`src/rtl/game_pkg.sv`:
```
// ============================================================================
// game_pkg : shared game-state and player-state encodings
// Rev 1.0
// ============================================================================
`default_nettype none

package game_pkg;

  typedef enum logic [2:0] {
    S_IDLE      = 3'd0,
    S_COUNTDOWN = 3'd1,
    S_FIGHT     = 3'd2,
    S_P1_WIN    = 3'd3,
    S_P2_WIN    = 3'd4,
    S_EQ        = 3'd5
  } game_state_e;

  typedef enum logic [2:0] {
    PS_IDLE   = 3'd0,
    PS_WALK   = 3'd1,
    PS_ATTACK = 3'd2,
    PS_BLOCK  = 3'd3,
    PS_STUN   = 3'd4
  } player_state_e;

  // Widened to 11 bits so the difference of two 10-bit positions never wraps.
  function automatic logic [10:0] abs_diff(input logic [9:0] a, input logic [9:0] b);
    logic [10:0] wa;
    logic [10:0] wb;
    wa = {1'b0, a};
    wb = {1'b0, b};
    return (wa >= wb) ? (wa - wb) : (wb - wa);
  endfunction

endpackage

`default_nettype wire

```
`src/rtl/attack_tracker.sv`:
```
// ============================================================================
// attack_tracker : per-player windup counter and invulnerability timer
// Rev 1.0
// ============================================================================
`default_nettype none

module attack_tracker #(
  parameter int WINDUP = 6,
  parameter int INVULN = 30
) (
  input  logic clk,
  input  logic reset,
  input  logic i_fight,
  input  logic i_attacking,
  input  logic i_alive,
  input  logic i_load_inv,
  output logic o_check_fire,
  output logic o_invulnerable
);

  localparam int ATK_W = $clog2(WINDUP + 1);
  localparam int INV_W = $clog2(INVULN + 1);
  localparam logic [ATK_W-1:0] c_windup    = ATK_W'(WINDUP);
  localparam logic [ATK_W-1:0] c_windup_m1 = ATK_W'(WINDUP - 1);
  localparam logic [INV_W-1:0] c_invuln    = INV_W'(INVULN);

  logic [ATK_W-1:0] r_atk_cnt;
  logic [INV_W-1:0] r_inv_cnt;

  always_ff @(posedge clk or posedge reset) begin
    if (reset) begin
      r_atk_cnt <= '0;
      r_inv_cnt <= '0;
    end else if (!i_fight) begin
      r_atk_cnt <= '0;
      r_inv_cnt <= '0;
    end else begin
      // Saturation at WINDUP means one check per attack; leaving ATTACK re-arms.
      if (!i_attacking)
        r_atk_cnt <= '0;
      else if (r_atk_cnt != c_windup)
        r_atk_cnt <= r_atk_cnt + 1'b1;

      if (i_load_inv)
        r_inv_cnt <= c_invuln;
      else if (r_inv_cnt != '0)
        r_inv_cnt <= r_inv_cnt - 1'b1;
    end
  end

  assign o_check_fire   = i_fight && i_attacking && i_alive && (r_atk_cnt == c_windup_m1);
  assign o_invulnerable = (r_inv_cnt != '0);

endmodule

`default_nettype wire

```
`src/rtl/combat_arbiter.sv`:
```
// ============================================================================
// combat_arbiter : resolves hits between two fighters and owns both healths
// Rev 1.0
// ============================================================================
`default_nettype none

module combat_arbiter
  import game_pkg::*;
#(
  parameter int         MAX_HEALTH = 5,
  parameter int         WINDUP     = 6,
  parameter logic [9:0] REACH      = 10'd40,
  parameter int         INVULN     = 30,
  parameter int         DAMAGE     = 1
) (
  input  logic       clk,
  input  logic       reset,
  input  logic [2:0] game_state,
  input  logic [2:0] player1_state,
  input  logic [2:0] player2_state,
  input  logic [9:0] p1_x,
  input  logic [9:0] p2_x,
  output logic [2:0] player1_health,
  output logic [2:0] player2_health,
  output logic       p1_hit,
  output logic       p2_hit,
  output logic       p1_blocked,
  output logic       p2_blocked
);

  localparam logic [2:0] c_max_health = 3'(MAX_HEALTH);
  localparam logic [2:0] c_damage     = 3'(DAMAGE);

  logic [2:0]  r_p1_health, r_p2_health;
  logic        r_p1_hit, r_p2_hit, r_p1_blocked, r_p2_blocked;
  logic        w_fight, w_refill;
  logic        w_p1_fire, w_p2_fire, w_p1_inv, w_p2_inv;
  logic [10:0] w_dist;
  logic        w_in_reach;
  logic        w_p1_dmg, w_p2_dmg, w_p1_blk, w_p2_blk;

  function automatic logic [2:0] sat_sub(input logic [2:0] h);
    return (h > c_damage) ? (h - c_damage) : 3'd0;
  endfunction

  assign w_fight  = (game_state == S_FIGHT);
  assign w_refill = (game_state == S_IDLE) || (game_state == S_COUNTDOWN);

  attack_tracker #(.WINDUP(WINDUP), .INVULN(INVULN)) u_trk_p1 (
    .clk            (clk),
    .reset          (reset),
    .i_fight        (w_fight),
    .i_attacking    (player1_state == PS_ATTACK),
    .i_alive        (r_p1_health != 3'd0),
    .i_load_inv     (w_p1_dmg),
    .o_check_fire   (w_p1_fire),
    .o_invulnerable (w_p1_inv)
  );

  attack_tracker #(.WINDUP(WINDUP), .INVULN(INVULN)) u_trk_p2 (
    .clk            (clk),
    .reset          (reset),
    .i_fight        (w_fight),
    .i_attacking    (player2_state == PS_ATTACK),
    .i_alive        (r_p2_health != 3'd0),
    .i_load_inv     (w_p2_dmg),
    .o_check_fire   (w_p2_fire),
    .o_invulnerable (w_p2_inv)
  );

  assign w_dist     = abs_diff(p1_x, p2_x);
  assign w_in_reach = (w_dist <= {1'b0, REACH});

  // Each attacker is resolved against the other's current state, so trades land both ways.
  assign w_p2_blk = w_p1_fire && w_in_reach && (player2_state == PS_BLOCK);
  assign w_p2_dmg = w_p1_fire && w_in_reach && (player2_state != PS_BLOCK) && !w_p2_inv;
  assign w_p1_blk = w_p2_fire && w_in_reach && (player1_state == PS_BLOCK);
  assign w_p1_dmg = w_p2_fire && w_in_reach && (player1_state != PS_BLOCK) && !w_p1_inv;

  always_ff @(posedge clk or posedge reset) begin
    if (reset) begin
      r_p1_health <= c_max_health;
      r_p2_health <= c_max_health;
    end else if (w_refill) begin
      r_p1_health <= c_max_health;
      r_p2_health <= c_max_health;
    end else if (w_fight) begin
      if (w_p1_dmg) r_p1_health <= sat_sub(r_p1_health);
      if (w_p2_dmg) r_p2_health <= sat_sub(r_p2_health);
    end
  end

  always_ff @(posedge clk or posedge reset) begin
    if (reset) begin
      r_p1_hit     <= 1'b0;
      r_p2_hit     <= 1'b0;
      r_p1_blocked <= 1'b0;
      r_p2_blocked <= 1'b0;
    end else begin
      r_p1_hit     <= w_p1_dmg;
      r_p2_hit     <= w_p2_dmg;
      r_p1_blocked <= w_p1_blk;
      r_p2_blocked <= w_p2_blk;
    end
  end

  assign player1_health = r_p1_health;
  assign player2_health = r_p2_health;
  assign p1_hit         = r_p1_hit;
  assign p2_hit         = r_p2_hit;
  assign p1_blocked     = r_p1_blocked;
  assign p2_blocked     = r_p2_blocked;

endmodule

`default_nettype wire

```
`config.mk`:
```
export PLATFORM = sky130hd
export DESIGN_NAME = combat_arbiter
export DESIGN_NICKNAME = d
export VERILOG_FILES = /design/src/rtl/game_pkg.sv /design/src/rtl/attack_tracker.sv /design/src/rtl/combat_arbiter.sv
export SDC_FILE = /design/constraint.sdc
export NUM_CORES = 1
export LEC_CHECK = 0
export ABC_AREA = 1
export BUFFER_PORTS_ARGS = -buffer_cell sky130_fd_sc_hd__buf_4
export CAP_MARGIN = 20
export CORE_MARGIN = 3
export CORE_UTILIZATION = 53
export DETAILED_ROUTE_END_ITERATION = 8
export PLACE_DENSITY_LB_ADDON = 0.3
export REMOVE_ABC_BUFFERS = 1
export SETUP_SLACK_MARGIN = 0.1
export SLEW_MARGIN = 20
export SYNTH_ARGS = -nofsm -noshare
export SYNTH_HDL_FRONTEND = slang
export SYNTH_SLANG_ARGS = --single-unit
```
`constraint.sdc`:
```
create_clock -name clk -period 2.94 [get_ports clk]
set_input_delay 0.294 -clock clk [delete_from_list [all_inputs] [get_ports clk]]
set_output_delay 0.294 -clock clk [all_outputs]
set_load 0.02 [all_outputs]
```
==> impl_metrics.yaml, run 1 <==
sta:
  whs_ns: 0.0338
  hold_violations: 0
  skew_ns: 0.00618
  tns_ns: 0
  rsz0062_at_grt: "no"
  fmax_mhz: 423
  min_period_over_period: 0.804
  max_slew.worst_pin.slew_ns: 0.641
  setup_ws_ns: 0.577
  period_minus_slack_ns: 2.36
  relSlewSlack: 0.569
  slew_violations: 0
  setup_viol: 0
placed_design:
  placed_area_um2: 3260
  dp.cells: 559
  io_buffer_count: 40
  gp_congestion: 0.949
  dp_worst_setup_slack_ns: 0.341
  dp_hpwl_mm: 5.18
floorplan:
  die_h_um: 79.8
  top_level_ports: 41
  initial_core_util: 0.555
  die_w_um: 79.8
  dieArea_um2: 6370
  rows: 26
  core_area_um2: 5200
clock_tree:
  cts_tree: "yes"
  post_cts_resized: 0
  h-tree-depth: 1
  cts_made_buffers: 3
  clk_latency_ns: 0.27
  clkTransAtPathRegs_ns: 0.09
  cts-root-buf: "clkbuf_8"
  clock-sinks: 26
  cts_hold_buf: 0
  post-cts-setup-buffers: 0
  ctsLongestPathBuffers: 2
global_routing:
  grt_pass1_vias: 2679
  grt.overflow.total: 0
  grt_pass1_wl_mm: 11.1
  antenna_found_initial: 0
  grtUsageTotal: 0.209
  grt_max_degree: 27
synthesis:
  netlist_area_um2: 2890
  ys_warn_count: 0
  postSynthAreaPerCell_um2: 6.39
  syn_inst: 452
  synth_cell_types: 32
  synth-seq-area-share: 0.227
  ys_ff_latch: 26
route:
  vias_per_cell: 4.94
  drtIter0Drc: 154
  routed_wl_mm: 6.27
  routedWlPerCell_um: 11.1
  drc: 0
  ant_nets: 0
  vias: 2787
  dr.pass1.iters: 4
critical_path:
  rrSetupSlack_ns: 0.81
  critPathArrivalTime_ns: 2.56
  crit_family: "simple AND/OR/NAND/NOR gates"
  crit_path_max_fanout: 7
  worst-path-buf-inv: 2
  cp.required_ns: 3.14
  end_kind: "register"
  worst-path-stages: 15
  crit_chain: "buf_4, inv_1, ha_1, nand2_2, nor2_1, nand3_1, nand4_1, nand2_1, o21ai_1, nand3_2, nor2_4, nand3_4, nand2_4, nand2_2, nor2_1"
  rr_endpoint: "player1_health[1]$_DFFE_PP0P_"
  cpPeakStageDelay_ns: 0.47
  r2r-start: "player2_health[0]$_DFFE_PP1P_"
  slowest_stage: "ha_1"
  path_class: "primary input to register"
  cp-endpoint: "u_trk_p2.r_inv_cnt[2]$_DFFE_PP0P_"
  reg2reg_depth: 8
  cp-start-kind: "primary input"
  startpoint: "p1_x[4]"
finish:
  stdcell_area_um2: 3320
  drive_above_1_share: 0.162
  stdcell_count: 564
  antenna_cells: 0
  final_common_cell: "nand2_1"
  regArea_um2: 656
  fill_cells: 504
  final_nets: 560
  syn_to_final_growth_pct: 15.0
  multi_input_area_um2: 1840
  mostFrequentLayoutCells: "nand2_1, inv_1, nor2_1"
job:
  cap_violations: 0
power_and_ir_drop:
  p_per_area_nw_per_um2: 300
  p_leak_nw: 1.92
  vdd_drop_max_uv: 201
worst_hold_path:
  hold_class: "primary input to asynchronous set/reset pin"
status:
  status: "completed"
per-layer routing:
metal / up-vias / part of all wire / global-route usage
li1: 1453 / - / -
met1: 1266 / 0.46 / 0.275
met2: 64 / 0.49 / 0.372
met3: 4 / 0.047 / 0.0260
met4: 0 / 0.0057 / 0.0321
met5: - / 0 / 0
synthesized netlist by cell type:
master / number / area (µm²)
xor2_1: 10 / 87.6
nand4_1: 5 / 31.3
nor2_2: 5 / 31.3
buf_2: 3 / 15.0
o21ai_0: 6 / 30.0
nor3_1: 3 / 15.0
nor3_2: 1 / 10.0
xnor2_1: 5 / 43.8
o21bai_1: 2 / 15.0
inv_1: 93 / 349
nand3_1: 36 / 180
nand3_4: 1 / 17.5
nand2_1: 130 / 488
buf_4: 1 / 7.51
nand2_4: 5 / 56.3
or2_2: 2 / 12.5
o211ai_1: 1 / 7.51
nor2_1: 43 / 161
nor2_4: 3 / 33.8
dfrtp_1: 22 / 551
ha_1: 34 / 425
a21oi_2: 1 / 8.76
nor4_1: 2 / 12.5
inv_2: 4 / 15.0
nand2_2: 6 / 37.5
nand3_2: 3 / 30.0
clkinv_1: 1 / 3.75
nand3b_1: 2 / 15.0
dfstp_2: 4 / 105
o21ai_1: 2 / 10.0
a21oi_1: 15 / 75.1
a211oi_1: 1 / 7.51
metrics by stage:
stage / utilization / power (W)
floorplan: - / 0.000681
finish: 0.638 / 0.000997
detailed placement: 0.627 / 0.000785
global route: 0.638 / 0.00108
CTS: 0.635 / 0.000994
global placement: 0.627 / 0.000778
state kept, by name, summed over array words and instances (netlist names):
signal and cells:
p2_blocked 1, p1_hit 1, p2_hit 1, u_trk_p1.r_inv_cnt 5, u_trk_p1.r_atk_cnt 3, u_trk_p2.r_inv_cnt 5, p1_blocked 1, u_trk_p2.r_atk_cnt 3
player1_health 3, player2_health 3
report_power, final:
group          internal (W)  switching (W)  total, W
clock network     0.0000971       0.000114  0.000211
logic              0.000154       0.000256  0.000409
registers          0.000369     0.00000764  0.000377
total              0.000620       0.000378  0.000997
worst min path at each step:
| stage | slack [ns] | cells after the start | from | to |
|---|---|---|---|---|
| finish | 0.03 | 2 | reset | u_trk_p2.r_atk_cnt[0]$_DFFE_PP0P_ |
| global route | 0.07 | 2 | reset | u_trk_p2.r_atk_cnt[0]$_DFFE_PP0P_ |
| CTS | 0.29 | 2 | reset | p1_hit$_DFF_PP0_ |
| detailed placement | 0.49 | 2 | player2_health[2]$_DFFE_PP1P_ | player2_health[2]$_DFFE_PP1P_ |
| global placement | 0.48 | 2 | player2_health[2]$_DFFE_PP1P_ | player2_health[2]$_DFFE_PP1P_ |
| floorplan | 0.33 | 1 | reset | p1_blocked$_DFF_PP0_ |
layout make-up:
cell class / instances / area share
Clock buffer: 4 / 0.0136
Inverter: 98 / 0.111
Multi-Input combinational cell: 324 / 0.555
Sequential cell: 26 / 0.197
Tap cell: 70 / 0.0264
Timing Repair Buffer: 42 / 0.0972
worst reg2reg max path: stages, from the launching register on:
cell,delay (ns)
dfstp_2,0.57
inv_1,0.09
ha_1,0.20
inv_1,0.05
nor2_1,0.05
nor4_1,0.55
nand4_1,0.33
nand3_1,0.14
nand2_1,0.06
cell families (layout without fill, tap and decap cells):
family | count (synthesis) | in the layout | share of synthesized area
compound gates | 28 | 28 | 0.0533
fa+ha+maj | 34 | 34 | 0.147
xor+xnor | 15 | 15 | 0.0455
buf+inv | 102 | 144 | 0.135
flops | 26 | 26 | 0.227
simple gates | 247 | 247 | 0.392
Power figures use the tool's default switching activity.
==> run 2, diff against run 1 <==
- clock period: 2.94 -> 2.05 ns (I/O delays scaled with it)
==> run 2 against run 1 <==
The flow now finishes with violations (negative hold slack); combinational power up 110%; utilization grew 13 points; cell count grew 5.9%; sequential share of layout area down 3.3 points; clock skew fell by 0.0049 ns; power grew 83%; die area did not move; via count grew 13%; global-route usage is 2.1 points higher; highest routed layer unchanged; routed wire length increased by 31%.
==> impl_metrics.yaml, run 2 (same netlist as run 1, synthesis figures left out) <==
finish:
  post-route-util: 0.767
  mostFrequentLayoutCells: "nand2_1, inv_1, buf_4"
  regArea_um2: 656
  top_regs: "u_trk_p1.r_inv_cnt (5), u_trk_p2.r_inv_cnt (5)"
  stdcell_count: 597
  final_common_cell: "nand2_1"
  drive_above_1_share: 0.357
  fill_cells: 348
  antenna_cells: 0
  multi_input_area_um2: 2220
  syn_to_final_growth_pct: 38.2
  final_nets: 593
status:
  failed_checks: "negative hold slack"
  status: "finished with violations"
power_and_ir_drop:
  switchingPower_w: 0.000686
  p_per_area_nw_per_um2: 457
  pwr-share-comb: 0.463
  p_total_w: 0.00182
  intPower_w: 0.00114
  vdd_drop_max_uv: 310
  power.share.sequential: 0.296
  swShare: 0.376
  p_clk_frac: 0.241
  p_leak_nw: 2.16
global_routing:
  grt_max_degree: 27
  grt_pass1_vias: 2903
  grtUsageMet2: 0.414
  grtUsageTotal: 0.231
  top_usage_layer: "met2"
  grt.met3_usage: 0.0282
  grt_pass1_wl_mm: 12.0
  use_met1: 0.296
  grt.overflow.total: 0
  antenna_found_initial: 0
clock_tree:
  h-tree-depth: 1
  cts_made_buffers: 3
  clk_latency_ns: 0.28
  clkTransAtPathRegs_ns: 0.10
  cts_tree: "yes"
  clock-sinks: 26
  ctsLongestPathBuffers: 2
  cts_hold_buf: 0
  cts-root-buf: "clkbuf_8"
sta:
  max_slew.worst_pin.slew_ns: 0.484
  relSlewSlack: 0.676
  slew_violations: 0
  skew_ns: 0.00130
  period_minus_slack_ns: 2.03
  hold_violations: 22
  setup_viol: 0
  whs_ns: -0.0214
  tns_ns: 0
  rsz0062_at_grt: "yes"
  min_period_over_period: 0.989
  fmax_mhz: 493
floorplan:
  rows: 26
  top_level_ports: 41
  die_h_um: 79.8
  core_area_um2: 5200
  initial_core_util: 0.555
  dieArea_um2: 6370
  die_w_um: 79.8
route:
  routedWlPerCell_um: 13.8
  vias_per_cell: 5.27
  dr.pass1.iters: 5
  vias: 3148
  routed_wl_mm: 8.22
  drtIter0Drc: 231
  ant_nets: 0
  drc: 0
critical_path:
  critPathArrivalTime_ns: 2.25
  cp.required_ns: 2.27
  crit_path_max_fanout: 7
  path_class: "primary input to register"
  end_kind: "register"
  cp-start-kind: "primary input"
placed_design:
  gp_congestion: 0.914
  dp_hpwl_mm: 5.52
  dp.cells: 587
  io_buffer_count: 40
job:
  cap_violations: 0
worst_hold_path:
  hold_class: "primary input to asynchronous set/reset pin"
[run 2: power groups by stage]
stage	registers, W	clock network [W]	logic (W)
after CTS	0.000539	0.000435	0.000733
final	0.000539	0.000440	0.000846
after global placement	0.000548	0	0.000630
after global routing	0.000542	0.000459	0.000920
after floorplan	0.000552	0	0.000425
after detailed placement	0.000549	0	0.000645
[run 2: path summary, 6_finish.rpt]
check                                         startpoint                           endpoint  slack [ns]  depth (start not counted)
max reg2reg                player2_health[0]$_DFFE_PP1P_      player1_health[1]$_DFFE_PP0P_        0.06                          9
min reg2reg                player2_health[2]$_DFFE_PP1P_      player2_health[2]$_DFFE_PP1P_        0.49                          2
max                                              p2_x[4]  u_trk_p2.r_inv_cnt[4]$_DFFE_PP0P_        0.02                         16
min                                                reset  u_trk_p1.r_atk_cnt[1]$_DFFE_PP0P_       -0.02                          3
max in group asynchronous                          reset      player1_health[0]$_DFFE_PP1P_        1.77                          3
min in group clk                        player2_state[2]               p2_blocked$_DFF_PP0_        0.19                          3
[run 2: cell type report]
| cell class | count | area share |
|---|---|---|
| multi-input cells | 324 | 0.555 |
| inverters | 98 | 0.0934 |
| clock inverters | 1 | 0.00752 |
| clock buffers | 3 | 0.0103 |
| well taps | 70 | 0.0219 |
| flip-flops and latches | 26 | 0.164 |
| repair buffers | 75 | 0.148 |
[run 2: repair_timing]
action,in CTS,in global routing
cloned,0,0
setup buffers,3,3
pin swaps,16,47
endpoints found under the setup margin,19,19
gates resized for setup,48,59
[run 2: worst max-delay path, cell delays in order]
cell	delay [ns]
buf_4	0.13
ha_4	0.31
nand2_4	0.09
nor2_4	0.13
nand2_1	0.09
nand3_1	0.10
nand2_1	0.07
nand2_1	0.09
nand3_2	0.11
o21ai_2	0.18
nand3_2	0.11
nor2_4	0.18
nand3_4	0.15
nand2_4	0.13
nand2_4	0.07
nor2_4	0.09
[run 2: metal layers]
| metal | wire length, µm | part of all wire |
|---|---|---|
| met1 | 3400 | 0.41 |
| met2 | 3980 | 0.48 |
| met3 | 532 | 0.065 |
| met4 | 316 | 0.038 |
| met5 | 0 | 0 |
[run 2: per-stage QoR]
stage,setup slack (ns),instance area [µm²]
3_5_place_dp,-0.411,3470
4_1_cts,0.110,3790
5_1_grt,-0.0810,3990
2_1_floorplan,-0.0398,2870
3_3_place_gp,-0.363,3470
6_report,0.0233,3990
==> run 3, diff against run 2 <==
- CELL_PAD_IN_SITES_DETAIL_PLACEMENT: not set -> 1
- CELL_PAD_IN_SITES_GLOBAL_PLACEMENT: not set -> 1
- CORE_UTILIZATION: 53 -> 37
- CTS_CLUSTER_SIZE: not set -> 30
==> run 3 against run 2 <==
Utilization shrank 20 points; global-route usage shrank 2.7 points; the run ends with negative hold slack, negative setup slack left; largest power group unchanged; clock power shrank 33%.
==> impl_metrics.yaml, run 3 (same netlist as run 1, synthesis figures left out) <==
placed_design:
  gp_congestion: 0.904
  dp_hpwl_mm: 6.81
  io_buffer_count: 40
  dp.cells: 626
critical_path:
  worst-path-buf-inv: 3
  end_kind: "register"
  crit_chain: "buf_4, inv_2, ha_4, buf_6, nand2_1, nor2_2, nand3_2, nand3_2, xor2_1, nand2_1, nand2_2, nand3_4, nor2_4, nand3_4, nand2_4, nand2_4, nor2_2"
  path_class: "primary input to register"
  cp-start-kind: "primary input"
  cp.required_ns: 2.26
  slowest_stage: "ha_4"
  critPathArrivalTime_ns: 2.46
  crit_family: "simple AND/OR/NAND/NOR gates"
  crit_path_max_fanout: 7
  cpPeakStageDelay_ns: 0.27
status:
  status: "finished with violations"
  failed_checks: "negative hold slack, negative setup slack"
global_routing:
  grt_pass1_wl_mm: 14.8
  grt.overflow.total: 0
  grtUsageTotal: 0.204
  antenna_found_initial: 0
  grt_pass1_vias: 3337
  grt_max_degree: 27
clock_tree:
  cts_tree: "yes"
  cts-root-buf: "clkbuf_8"
  cts_made_buffers: 3
  h-tree-depth: 1
  clk_latency_ns: 0.27
  clkTransAtPathRegs_ns: 0.09
  ctsLongestPathBuffers: 2
  clock-sinks: 26
finish:
  final_nets: 608
  drive_above_1_share: 0.418
  stdcell_count: 640
  top_regs: "u_trk_p1.r_inv_cnt (5), u_trk_p2.r_inv_cnt (5)"
  final_common_cell: "nand2_1"
  mostFrequentLayoutCells: "nand2_1, buf_4, inv_1"
  syn_to_final_growth_pct: 45.7
  antenna_cells: 0
sta:
  whs_ns: -0.00999
  fmax_mhz: 445
  max_slew.worst_pin.slew_ns: 0.446
  slew_violations: 0
  setup_viol: 17
  min_period_over_period: 1.10
  rsz0062_at_grt: "yes"
  hold_violations: 22
  skew_ns: 0.00308
  period_minus_slack_ns: 2.25
  setup_ws_ns: -0.195
  tns_ns: -2.30
  relSlewSlack: 0.701
floorplan:
  core_area_um2: 7410
  top_level_ports: 41
  initial_core_util: 0.390
  die_h_um: 94.4
  dieArea_um2: 8900
  die_w_um: 94.4
  rows: 31
route:
  dr.pass1.iters: 4
  drc: 0
  vias: 3207
  vias_per_cell: 5.01
  drtIter0Drc: 80
  routed_wl_mm: 9.96
  ant_nets: 0
  routedWlPerCell_um: 15.6
job:
  cap_violations: 0
power_and_ir_drop:
  p_per_area_nw_per_um2: 425
  p_leak_nw: 2.23
  vdd_drop_max_uv: 297
  p_total_w: 0.00179
worst_hold_path:
  hold_class: "primary input to asynchronous set/reset pin"
[run 3: cell count changes in the layout (fill, tap and decap cells not counted), moves of 2 or more]
| cell | before | now |
|---|---|---|
| nand2_8 | 0 | 2 |
| nand2_4 | 15 | 10 |
| inv_2 | 14 | 17 |
| buf_4 | 69 | 79 |
| buf_6 | 5 | 10 |
| inv_1 | 81 | 78 |
| nand2_1 | 106 | 93 |
| nand2_2 | 20 | 36 |
| nor2_2 | 8 | 12 |
| nor2_1 | 32 | 27 |
[run 3: worst paths after layout]
check	start	to	slack [ns]	depth (start not counted)
max	p1_x[2]	u_trk_p2.r_inv_cnt[2]$_DFFE_PP0P_	-0.20	17
min	reset	p2_blocked$_DFF_PP0_	-0.01	3
max reg2reg	player2_health[0]$_DFFE_PP1P_	player1_health[1]$_DFFE_PP0P_	-0.01	9
min reg2reg	player2_health[2]$_DFFE_PP1P_	player2_health[2]$_DFFE_PP1P_	0.50	2
max in group asynchronous	reset	player1_health[0]$_DFFE_PP1P_	1.76	3
min in group clk	game_state[0]	u_trk_p1.r_inv_cnt[3]$_DFFE_PP0P_	0.22	4
[run 3: metal layers]
metal,GRT usage,wire length (µm),part of all wire,up-vias
li1,-,-,-,1554
met1,0.259,4290,0.43,1552
met2,0.378,4990,0.50,69
met3,0.0215,350,0.035,32
met4,0.0301,333,0.033,0
met5,0,0,0,-
[run 3: timing repair]
item | CTS | global route
gates resized for setup | 61 | 77
hold buffers | 0 | 0
pin swaps | 33 | 43
setup buffers | 5 | 6
endpoints found under the setup margin | 18 | 19
[run 3: final cells by class]
type / count / area (µm²)
fill: 962 / 3200
clock buffer: 3 / 41.3
tap: 99 / 124
sequential: 26 / 656
multi-input combinational: 324 / 2290
timing repair buffer: 90 / 721
inverter: 98 / 375
[run 3: stage by stage]
| step | area, µm² | util | setup WS [ns] |
|---|---|---|---|
| floorplan | 2870 | - | -0.0398 |
| global placement | 3580 | 0.484 | -0.382 |
| detailed placement | 3580 | 0.484 | -0.440 |
| CTS | 3930 | 0.530 | 0.0449 |
| global route | 4210 | 0.568 | -0.314 |
| finish | 4210 | 0.568 | -0.195 |
[run 3: worst reg2reg max path, stage by stage (launching register included)]
cell     delay [ns]
dfstp_2        0.57
inv_1          0.08
ha_1           0.22
inv_1          0.05
nor2_1         0.05
nor4_1         0.37
buf_4          0.21
nand4_1        0.20
nand3_1        0.14
nand2_1        0.06
[run 3: power breakdown]
part | internal, W | switching [W] | total [W] | leakage, nW
clock | 0.000132 | 0.000163 | 0.000295 | 0.0216
combinational | 0.000401 | 0.000552 | 0.000953 | 1.86
sequential | 0.000529 | 0.0000109 | 0.000540 | 0.346
